<file path="config.mk">
export PLATFORM = sky130hd
export DESIGN_NAME = corescore_reset_seq
export DESIGN_NICKNAME = d
export VERILOG_FILES = /design/src/rtl/corescore_reset_seq.sv
export SDC_FILE = /design/constraint.sdc
export NUM_CORES = 1
export LEC_CHECK = 0
export BUFFER_PORTS_ARGS = -buffer_cell sky130_fd_sc_hd__buf_2
export CORE_ASPECT_RATIO = 1.25
export CORE_MARGIN = 5
export CORE_UTILIZATION = 38
export DETAILED_ROUTE_END_ITERATION = 8
export PLACE_DENSITY = 0.63
export SLEW_MARGIN = 20
export SYNTH_ARGS = -nofsm -noshare
export SYNTH_HDL_FRONTEND = slang
export SYNTH_SLANG_ARGS = --single-unit
</file>
<file path="constraint.sdc">
create_clock -name i_clk -period 5.8 [get_ports i_clk]
set_input_delay 0.29 -clock i_clk [delete_from_list [all_inputs] [get_ports i_clk]]
set_output_delay 0.29 -clock i_clk [all_outputs]
set_load 0.05 [all_outputs]
</file>
<file path="src/rtl/corescore_reset_seq.sv">
`default_nettype none
// corescore_reset_seq: staggered per-group reset release after a synchronized reset.
// Rev 1.0
module corescore_reset_seq #(
  parameter int unsigned GROUPS      = 4,
  parameter int unsigned HOLD_CYCLES = 16,
  parameter int unsigned STAGGER     = 8
) (
  input  logic              i_clk,
  input  logic              i_rst,
  input  logic              i_soft_rst,
  output logic [GROUPS-1:0] o_rst,
  output logic              o_done
);

  localparam int unsigned CNT_MAX = (HOLD_CYCLES > STAGGER) ? HOLD_CYCLES : STAGGER;
  localparam int unsigned CW      = $clog2(CNT_MAX + 1);
  localparam int unsigned IW      = $clog2(GROUPS + 1);

  localparam logic [CW-1:0] C_HOLD = CW'(HOLD_CYCLES);
  localparam logic [CW-1:0] C_STAG = CW'(STAGGER - 1);
  localparam logic [IW-1:0] C_LAST = IW'(GROUPS);

  typedef enum logic [1:0] {
    ST_RESET   = 2'd0,
    ST_HOLD    = 2'd1,
    ST_RELEASE = 2'd2,
    ST_DONE    = 2'd3
  } state_t;

  logic [1:0]        sync_q;
  state_t            state_q, state_d;
  logic [CW-1:0]     cnt_q, cnt_d;
  logic [IW-1:0]     idx_q, idx_d;
  logic [GROUPS-1:0] rst_q, rst_d;
  logic              done_q, done_d;

  always_ff @(posedge i_clk or posedge i_rst) begin
    if (i_rst) begin
      sync_q <= 2'b11;
    end else begin
      sync_q <= {sync_q[0], 1'b0};
    end
  end

  always_ff @(posedge i_clk or posedge i_rst) begin
    if (i_rst) begin
      state_q <= ST_RESET;
      cnt_q   <= '0;
      idx_q   <= '0;
      rst_q   <= '1;
      done_q  <= 1'b0;
    end else begin
      state_q <= state_d;
      cnt_q   <= cnt_d;
      idx_q   <= idx_d;
      rst_q   <= rst_d;
      done_q  <= done_d;
    end
  end

  always_comb begin
    state_d = state_q;
    cnt_d   = cnt_q;
    idx_d   = idx_q;
    rst_d   = rst_q;
    done_d  = done_q;
    if ((state_q != ST_RESET) && i_soft_rst) begin
      state_d = ST_HOLD;
      cnt_d   = C_HOLD;
      idx_d   = '0;
      rst_d   = '1;
      done_d  = 1'b0;
    end else begin
      case (state_q)
        ST_RESET: begin
          // Leave on the edge that clears the last synchronizer stage.
          if (sync_q != 2'b11) begin
            state_d = ST_HOLD;
            cnt_d   = C_HOLD;
          end
        end
        ST_HOLD: begin
          if (cnt_q == '0) begin
            rst_d[0] = 1'b0;
            idx_d    = IW'(1);
            cnt_d    = C_STAG;
            state_d  = ST_RELEASE;
          end else begin
            cnt_d = cnt_q - 1'b1;
          end
        end
        ST_RELEASE: begin
          if (idx_q == C_LAST) begin
            state_d = ST_DONE;
            done_d  = 1'b1;
          end else if (cnt_q == '0) begin
            for (int k = 0; k < int'(GROUPS); k++) begin
              if (IW'(k) == idx_q) rst_d[k] = 1'b0;
            end
            idx_d = idx_q + 1'b1;
            cnt_d = C_STAG;
          end else begin
            cnt_d = cnt_q - 1'b1;
          end
        end
        ST_DONE: begin
          state_d = ST_DONE;
        end
        default: begin
          state_d = ST_RESET;
        end
      endcase
    end
  end

  assign o_rst  = rst_q;
  assign o_done = done_q;

endmodule
`default_nettype wire

</file>
==> metrics.csv <==
stage;metric;value;unit
worst_setup_path;Arr. time, crit path;2.43;ns
logic_synthesis;post-synthesis mux area share;7.24;%
logic_synthesis;Post-synth EDFFs;0;
worst_setup_path;Worst Setup Start Kind;register;
logic_synthesis;Async S/R FF share, synth;100;%
worst_setup_path;crit path max fanout;12;
timing;Final Skew;0.00619;ns
worst_setup_path;Reg2Reg Depth;6;
outcome;status;completed;
routing;DR vias;737;
logic_synthesis;xor-xnor portion of the synthesized cell area;0;%
timing;final setup fails;0;
power;share of power burned in registers;34.8;%
timing;Slew HR;57.6;%
global_route;GR Util met2;21.4;%
worst_setup_path;endpoint class of the critical path;register;
worst_setup_path;worst path bufs/invs;1;
power;combinational fraction of design power;53.2;%
power;leakage;0.000519;uW
logic_synthesis;dominant cells by area after synthesis;dfrtp_1 27%, dfstp_2 15%, ha_1 12%, a21o_1 3.6%, inv_1 3.3%;
global_route;largest net degree at the start of global routing;18;
logic_synthesis;most instantiated cells after synthesis;11 x dfrtp_1, 10 x ha_1, 9 x inv_1, 9 x nand2_1, 6 x dfstp_2;
routing;Initial DRC Count;14;
power;Sw Share;42.0;%
placed_design;post-DP HPWL;1460;um
die;Core ar.;0.00265;mm^2
clocking;CTS H-tree depth;1;
logic_synthesis;Distinct cells, synth;36;
die;Initial Util;39.1;%
power;pwr dens;470;mW/mm^2
logic_synthesis;Seq/Total Area, Yosys;41.7;%
logic_synthesis;Synth top area share;26.5;%
routing;antenna viol nets, final;0;
timing;f_max;442;MHz
final_layout;Core Util, Final;42.2;%
clocking;CTS Hold Bufs;0;
worst_setup_path;Setup crit start;state_q[0]$_DFFE_PP0P_;
die;Die Wd;56.7;um
worst_setup_path;crit-path cells;inv_1 -> ha_1 -> nand2b_1 -> a41oi_1 -> nand2_1 -> mux2_2;
power;Internal;306;uW
clocking;post-CTS resize count;0;
power;switching power;222;uW
power;clock network power share;12.0;%
global_route;total gr overflow;0;
global_route;vias in the first global route;753;
routing;vias per cell;5.23;
logic_synthesis;#FFs+latches synth;17;
die;chip height;68.4;um
routing;final wirelength;1910;um
logic_synthesis;largest family of logic cells by synthesized area;compound AO/OA/AOI/OAI gates;
final_layout;nets;121;
die;die area;0.00388;mm^2
placed_design;Final Wtd Congestion;0.818;
global_route;initial antenna violation count;0;
logic_synthesis;post-synthesis net count;112;
routing;drt first pass iters;4;
global_route;layer carrying the most global-route usage;met2;
worst_setup_path;Critical Path Stages;6;
global_route;grt met3 use;1.70;%
die;I/O Pins;8;
timing;Final min period;2.26;ns
clocking;Clock Root Buffer;clkbuf_4;
global_route;All-Layer GR Usage;10.6;%
timing;RSZ-0062 raised after global routing;no;
global_route;first-pass GRT wire length;3280;um
worst_setup_path;Max stage delay cell, worst path;a41oi_1;
global_route;grt met1 use;11.7;%
final_layout;Antenna Cells;0;
clocking;later-pin clock latency in the skew report;0.28;ns
final_layout;Area Overhead vs Synth;8.08;%
logic_synthesis;Post-Syn Area;0.00104;mm^2
timing;Slew Viols, Final;0;
worst_setup_path;CP Class;register to register;
clocking;clock buffer depth;2;
final_layout;Fill cells;275;
clocking;clock buffer count from CTS;3;
timing;Final Hold Viols;0;
clocking;CTS tree;done;
routing;WL per Instance;13.5;um
logic_synthesis;Synthesis Warnings;0;
die;Site Rows;21;
clocking;clk slew on worst S/H paths;0.10;ns
timing;Final Cycle Share;39.0;%
worst_setup_path;Critical R2R Launch;state_q[0]$_DFFE_PP0P_;
routing;DRC;0;
power;peak supply drop;0.223;mV
placed_design;Port-buffer cells;7;
worst_setup_path;Worst Setup EP;cnt_q[0]$_DFFE_PP0P_;
timing;Post-Route Setup TNS;0;ns
worst_setup_path;Worst R2R End;cnt_q[0]$_DFFE_PP0P_;
final_layout;fraction of layout cells with a size suffix above 1;23.4;%
timing;Worst-Margin Slew;0.635;ns
logic_synthesis;Synth Area in Simple Gates;15.7;%
clocking;Post-CTS Setup Repair Bufs;0;
min_path;Worst Hold Class;input port to asynchronous set/reset pin;
logic_synthesis;Post-Syn Instances;99;
worst_setup_path;Critical Path RT;5.97;ns
clocking;clk sinks;17;
logic_synthesis;Post-Synth Adder-Cell Area;12.1;%
worst_setup_path;Top delay family on crit path;simple AND/OR/NAND/NOR gates;
worst_setup_path;R2R setup slack;3.54;ns
logic_synthesis;Most used DFF post-synth;dfrtp_1;
logic_synthesis;most frequent cell after synthesis;dfrtp_1;
logic_synthesis;syn_area_per_cell;10.5;um^2
logic_synthesis;Synth Area in Compound Gates;17.7;%
worst_setup_path;Crit path largest cell delay;0.49;ns
logic_synthesis;area leader, netlist;dfrtp_1;
flow_run;Max Cap Viol;0;
metal layers:
metal	wire [um]	up-vias
met5	0	-
met4	13	0
met3	51	2
met2	1020	7
met1	819	364
li1	-	364
metrics by stage:
step                      hold WS (ns)  cell area, um^2  instances  worst slack [ns]  power (uW)
after detailed placement         0.358             1090        137              3.57         467
after global placement           0.357             1090        137              3.70         460
after CTS                       0.0966             1120        141              3.53         535
after floorplan                  0.212             1040         99              3.90         417
final                           0.0729             1120        141              3.54         527
after global routing             0.141             1120        141              3.37         569
worst min path at each step:
stage	start	endpoint	depth (start not counted)
4_1_cts	i_rst	o_done$_DFFE_PP0P_	2
2_1_floorplan	i_rst	cnt_q[0]$_DFFE_PP0P_	1
6_report	i_rst	state_q[1]$_DFFE_PP0P_	2
3_5_place_dp	sync_q[0]$_DFF_PP1_	sync_q[1]$_DFF_PP1_	0
5_1_grt	i_rst	state_q[1]$_DFFE_PP0P_	2
3_3_place_gp	sync_q[0]$_DFF_PP1_	sync_q[1]$_DFF_PP1_	0
flip-flops by register name, summed over array words and instances, names as in the netlist:
register	cells
o_rst	4
state_q	2
idx_q	3
o_done	1
cnt_q	5
sync_q	2
cell type report:
| cell class | instances | area, um^2 | share of cell area (%) |
|---|---|---|---|
| clock buffer | 4 | 26.3 | 2.34 |
| tap | 34 | 42.5 | 3.79 |
| timing repair buffer | 7 | 35.0 | 3.12 |
| inverter | 9 | 33.8 | 3.01 |
| multi-input combinational | 70 | 551 | 49.1 |
| sequential | 17 | 433 | 38.6 |
layout by cell type (no fill, tap or decap), types with 2 or more instances in the layout:
cell,synthesis,final
dfrtp_1,11,11
ha_1,10,10
inv_1,9,9
nand2_1,9,9
buf_2,1,7
dfstp_2,6,6
nor2_1,5,5
a21o_1,5,5
nand3_1,4,4
a21oi_1,4,4
mux2i_1,3,3
mux2_2,3,3
nor3_1,3,3
clkbuf_4,0,3
nand2b_1,2,2
o211ai_1,2,2
o2bb2ai_1,2,2
power groups by stage:
| stage | registers [uW] | clock network (uW) | logic, uW |
|---|---|---|---|
| after floorplan | 208 | 0 | 210 |
| after detailed placement | 186 | 0 | 281 |
| final | 184 | 63.2 | 280 |
| after global routing | 188 | 70.5 | 311 |
| after CTS | 183 | 66.2 | 285 |
| after global placement | 184 | 0 | 276 |
cell families after synthesis:
kind of cell / Yosys count
AND/OR/NAND/NOR: 30
AO/OA/AOI/OAI: 22
flip-flops: 17
buffers and inverters: 12
adder cells (fa/ha/maj): 10
multiplexers: 7
other: 1
(Power assumes the default switching activity.)
